### config.mk
export PLATFORM = sky130hd
export DESIGN_NAME = serial_frame_deser
export DESIGN_NICKNAME = d
export VERILOG_FILES = /design/src/rtl/serial_frame_deser.sv
export SDC_FILE = /design/constraint.sdc
export NUM_CORES = 1
export LEC_CHECK = 0
export ABC_AREA = 1
export ABC_CLOCK_PERIOD_IN_PS = 1470
export CAP_MARGIN = 20
export CORE_UTILIZATION = 45
export CTS_CLUSTER_SIZE = 40
export DETAILED_ROUTE_END_ITERATION = 16
export PLACE_DENSITY = 0.69
export SLEW_MARGIN = 0
export SYNTH_ARGS = -nofsm -noshare
export SYNTH_HDL_FRONTEND = slang
export SYNTH_SLANG_ARGS = --single-unit
### constraint.sdc
create_clock -name clk -period 1.47 [get_ports clk]
set_clock_uncertainty 0.05 [all_clocks]
set_input_delay 0.294 -clock clk [delete_from_list [all_inputs] [get_ports clk]]
set_output_delay 0.294 -clock clk [all_outputs]
set_load 0.005 [all_outputs]
### src/rtl/serial_frame_deser.sv
// serial_frame_deser
//   Hunts a registered serial bit stream for a sync word. After a match it
//   deserialises DATA_W payload bits, MSB first, followed by an optional
//   even-parity bit. It emits a one-cycle valid pulse for each frame.
//
// Ports
//   clk         rising-edge clock
//   reset       synchronous, active-high reset
//   i           serial bit, one bit sampled per rising edge
//   data_out    last completed payload, held until the next frame completes
//   valid       one-cycle pulse when data_out/parity_err update
//   parity_err  received parity mismatched (meaningful with valid, then held)
//   busy        high while receiving payload or parity
module serial_frame_deser #(
    parameter int                 DATA_W    = 8,
    parameter int                 SYNC_W    = 4,
    parameter logic [SYNC_W-1:0]  SYNC      = 4'b1011,
    parameter bit                 PARITY_EN = 1'b1
) (
    input  logic              clk,
    input  logic              reset,
    input  logic              i,
    output logic [DATA_W-1:0] data_out,
    output logic              valid,
    output logic              parity_err,
    output logic              busy
);

    localparam int CNT_W  = (DATA_W > 1) ? $clog2(DATA_W) : 1;
    localparam int FILL_W = $clog2(SYNC_W + 1);

    typedef enum logic [1:0] {
        HUNT   = 2'd0,
        DATA   = 2'd1,
        PARITY = 2'd2
    } state_t;

    state_t             state, state_n;
    logic [SYNC_W-1:0]  hist, hist_n, hist_shift;
    logic [FILL_W-1:0]  fill, fill_n;
    logic [CNT_W-1:0]   cnt, cnt_n;
    logic [DATA_W-1:0]  shreg, shreg_n, data_n;
    logic               valid_n, perr_n, busy_n;

    assign hist_shift = {hist[SYNC_W-2:0], i};

    // Next-state and next-output logic. Every output is registered below, so
    // there is no combinational path from i to any port.
    always_comb begin
        // NOTE: every signal gets a default first so that no path leaves one
        // unassigned, which would infer a latch.
        state_n = state;
        hist_n  = hist;
        fill_n  = fill;
        cnt_n   = cnt;
        shreg_n = shreg;
        data_n  = data_out;
        perr_n  = parity_err;
        valid_n = 1'b0;

        unique case (state)
            HUNT: begin
                // fill counts bits seen since entering HUNT. A match is
                // accepted only once the history holds SYNC_W real bits.
                if (hist_shift == SYNC && (int'(fill) + 1) >= SYNC_W) begin
                    state_n = DATA;
                    cnt_n   = '0;
                    hist_n  = '0;
                    fill_n  = '0;
                end else begin
                    hist_n = hist_shift;
                    if (int'(fill) < SYNC_W)
                        fill_n = fill + FILL_W'(1);
                end
            end
            DATA: begin
                shreg_n = {shreg[DATA_W-2:0], i};
                cnt_n   = cnt + CNT_W'(1);
                if (cnt == CNT_W'(DATA_W - 1)) begin
                    if (PARITY_EN) begin
                        state_n = PARITY;
                    end else begin
                        data_n  = shreg_n;
                        perr_n  = 1'b0;
                        valid_n = 1'b1;
                        state_n = HUNT;
                        hist_n  = '0;
                        fill_n  = '0;
                    end
                end
            end
            PARITY: begin
                data_n  = shreg;
                perr_n  = (^shreg) ^ i;
                valid_n = 1'b1;
                state_n = HUNT;
                hist_n  = '0;
                fill_n  = '0;
            end
            default: begin
                state_n = HUNT;
                hist_n  = '0;
                fill_n  = '0;
            end
        endcase

        busy_n = (state_n != HUNT);
    end

    // NOTE: sequential state uses non-blocking assignments only. This keeps
    // every register sampling the pre-edge values of the others.
    always_ff @(posedge clk) begin
        if (reset) begin
            // NOTE: shreg is also cleared on reset. It is narrow, and this
            // keeps the first frame after reset free of X.
            state      <= HUNT;
            hist       <= '0;
            fill       <= '0;
            cnt        <= '0;
            shreg      <= '0;
            data_out   <= '0;
            valid      <= 1'b0;
            parity_err <= 1'b0;
            busy       <= 1'b0;
        end else begin
            state      <= state_n;
            hist       <= hist_n;
            fill       <= fill_n;
            cnt        <= cnt_n;
            shreg      <= shreg_n;
            data_out   <= data_n;
            valid      <= valid_n;
            parity_err <= perr_n;
            busy       <= busy_n;
        end
    end

endmodule

==> impl_metrics.toml <==
[clock_tree]
clkSlewWorstSetupHoldPaths_ns = 0.09
cts_buffers = 5
cts-htree-levels = 2
clkSinkCount = 30
clockRootBuffer = "clkbuf_4"
clk_latency_ns = 0.33
cts.path.max_buffers = 2
cts_hold_buffers = 0
cts_tree = "built"

[sta]
fmax_mhz = 719
drv_slew = 0
setup_violations = 0
relSlewSlack = 0.634
hold_violations = 0
fin_crit_sh = 0.946
rsz0062_at_grt = "yes"
fin_crit_ns = 1.39
tightest_slew_ns = 0.548

[synth]
ys_warn_count = 0
syn_area_um2 = 1330
yosysSeqAreaShare = 0.453
syn_inst = 173
yosys_register_bits = 30
syn_area_per_cell_um2 = 7.67
synth_nets = 179
synth_cell_type_count = 23

[worst_setup_path]
crit_fanout = 6
crit_chain = "ha_4 -> xnor2_2 -> nand2_1 -> nand2_2 -> nand2_2 -> nand2_2 -> nand2_2 -> nand2_1 -> nor2_1"
critPathSlowestCell = "dfxtp_4"
worstPathArrival_ns = 1.56
required_ns = 1.64
worst_setup_path_end_kind = "flip-flop"
crit_path_frequent_cell = "nand2_2"
slowest_delay_ns = 0.37
startpoint_type = "flip-flop"
path_class = "reg -> reg"

[route]
vias = 1148
dr.first_iter.drc_count = 50
ant_nets = 0
drt_first_pass_iters = 4
wl_um = 2650
avgRoutedWirePerCell_um = 11.7
viasPerCell = 5.06
drc = 0

[global_routing]
grt_max_degree = 23
antenna_found_initial = 0
grt_pass1_vias = 1031
grt_use_total = 0.180
grt_first_pass_wirelength_um = 4320
overflow = 0

[power_and_ir_drop]
p_total_mw = 1.77
power_density_nw_per_um2 = 1110
vdd_ir_drop_max_mv = 0.779
leakage_nw = 0.747

[cells_and_area]
final_layout_size_suffix_gt1_frac = 0.235
syn2layout_area_growth_pct = 20.3
fillerInstances = 264
seqCellArea_um2 = 618
nets = 201
diodes = 0
multi_input_area_um2 = 626
fin_cells = 227

[die]
start_util = 0.477
die_w_um = 56.3
io-pin-count = 14
core_um2 = 2780
die_area_um2 = 3170
std_cell_rows = 19
die_h_um = 56.3

[placement]
io_buffers = 13
dp_cells = 216
dp_hpwl_um = 1850
gp_congestion = 0.774

[outcome]
outcome = "finished, final reports clean"

[hold_path]
worst_hold_path_type = "reg -> reg"

[flow_run]
cap_violations = 0
-- flip-flops by register name, indices dropped and copies added (netlist names) --
| name | cells |
|---|---|
| busy | 1 |
| cnt | 3 |
| data_out | 8 |
| fill | 3 |
| hist | 3 |
| parity_err | 1 |
| shreg | 8 |
| state | 2 |
| valid | 1 |
-- cell type report --
cell class	instances	area share
Clock buffer	7	0.0345
Clock inverter	1	0.00314
Inverter	17	0.0400
Multi-Input combinational cell	120	0.392
Sequential cell	30	0.387
Tap cell	31	0.0243
Timing Repair Buffer	21	0.118
-- report_power, final --
group	total, mW	switching (mW)	internal [mW]
logic	0.337	0.167	0.169
registers	0.919	0.0568	0.863
clock network	0.514	0.282	0.231
total	1.77	0.506	1.26
-- cells in the final DEF, fill, tap and decap left out, types with 2 or more instances in the layout --
cell,Yosys,routed
inv_1,16,16
ha_1,3,2
a21oi_1,16,16
a21oi_2,3,3
clkdlybuf4s50_1,0,2
dlygate4sd2_1,0,11
clkbuf_4,0,5
dfxtp_1,30,18
o21ai_0,18,18
buf_4,1,7
nand2_2,9,10
dfxtp_2,0,11
nand2_1,34,33
nor2_1,21,21
nand3_1,9,9
-- synthesized netlist by cell type --
| cell type | instances | share of area |
|---|---|---|
| nand2_1 | 34 | 0.096 |
| dfxtp_1 | 30 | 0.45 |
| nor2_1 | 21 | 0.059 |
| o21ai_0 | 18 | 0.068 |
| a21oi_1 | 16 | 0.060 |
| inv_1 | 16 | 0.045 |
| nand2_2 | 9 | 0.042 |
| nand3_1 | 9 | 0.034 |
| a21oi_2 | 3 | 0.020 |
| ha_1 | 3 | 0.028 |
| buf_6 | 2 | 0.017 |
| a31oi_1 | 1 | 0.0047 |
| buf_12 | 1 | 0.015 |
| buf_2 | 1 | 0.0038 |
| buf_4 | 1 | 0.0057 |
| clkbuf_1 | 1 | 0.0028 |
| inv_2 | 1 | 0.0028 |
| nor2_2 | 1 | 0.0047 |
| nor2_4 | 1 | 0.0085 |
| nor3b_1 | 1 | 0.0057 |
| nor3b_2 | 1 | 0.0094 |
| xnor2_1 | 1 | 0.0066 |
| xor2_1 | 1 | 0.0066 |
-- through the flow --
stage / hold WS [ns] / setup slack, ns / setup TNS, ns / area, um2 / util
after floorplan: 0.392 / 0.186 / 0 / 1330 / -
after global placement: 0.408 / -0.187 / -2.77 / 1490 / 0.534
after detailed placement: 0.415 / -0.234 / -3.39 / 1490 / 0.534
after CTS: 0.428 / 0.0403 / 0 / 1550 / 0.558
after global routing: 0.442 / -0.0143 / -0.0143 / 1600 / 0.574
final: 0.422 / 0.0792 / 0 / 1600 / 0.574
-- critical path, delay by kind of cell, from the launching register on --
kind,cells,cell delay (ns)
adder cells (fa/ha/maj),1,0.16
flip-flops,1,0.37
XOR/XNOR,1,0.17
AND/OR/NAND/NOR,7,0.55
-- cells by family (layout without fill, tap and decap cells) --
| kind of cell | Yosys count | count (layout) | share of synthesized area |
|---|---|---|---|
| xor+xnor | 2 | 2 | 0.0132 |
| fa+ha+maj | 3 | 3 | 0.0283 |
| buf+inv | 23 | 46 | 0.0924 |
| flops | 30 | 30 | 0.453 |
| simple gates | 77 | 77 | 0.260 |
| compound gates | 38 | 38 | 0.153 |
-- what timing repair did --
item	in CTS	in global routing
endpoints found under the hold margin	0	0
pin swaps	0	6
buffers inserted	1	2
gates cloned	0	0
resized for setup	21	7
endpoints found under the setup margin	11	8
-- metal layers --
layer / global-route usage / vias up / wire length, um
met5: 0 / - / 0
met1: 0.205 / 524 / 1200
met4: 0.105 / 0 / 63
met3: 0.0484 / 8 / 89
met2: 0.301 / 22 / 1290
li1: - / 594 / -
-- final timing paths --
| kind | from | to | slack (ns) | cells past startpoint |
|---|---|---|---|---|
| worst max-delay path | fill[0] | fill[0] | 0.08 | 9 |
| worst min register to register | hist[2] | hist[2] | 0.42 | 2 |
| worst max register to register | fill[0] | fill[0] | 0.08 | 9 |
| worst min-delay path | hist[2] | hist[2] | 0.42 | 2 |
Note: power is estimated with default switching activity, not from simulation.
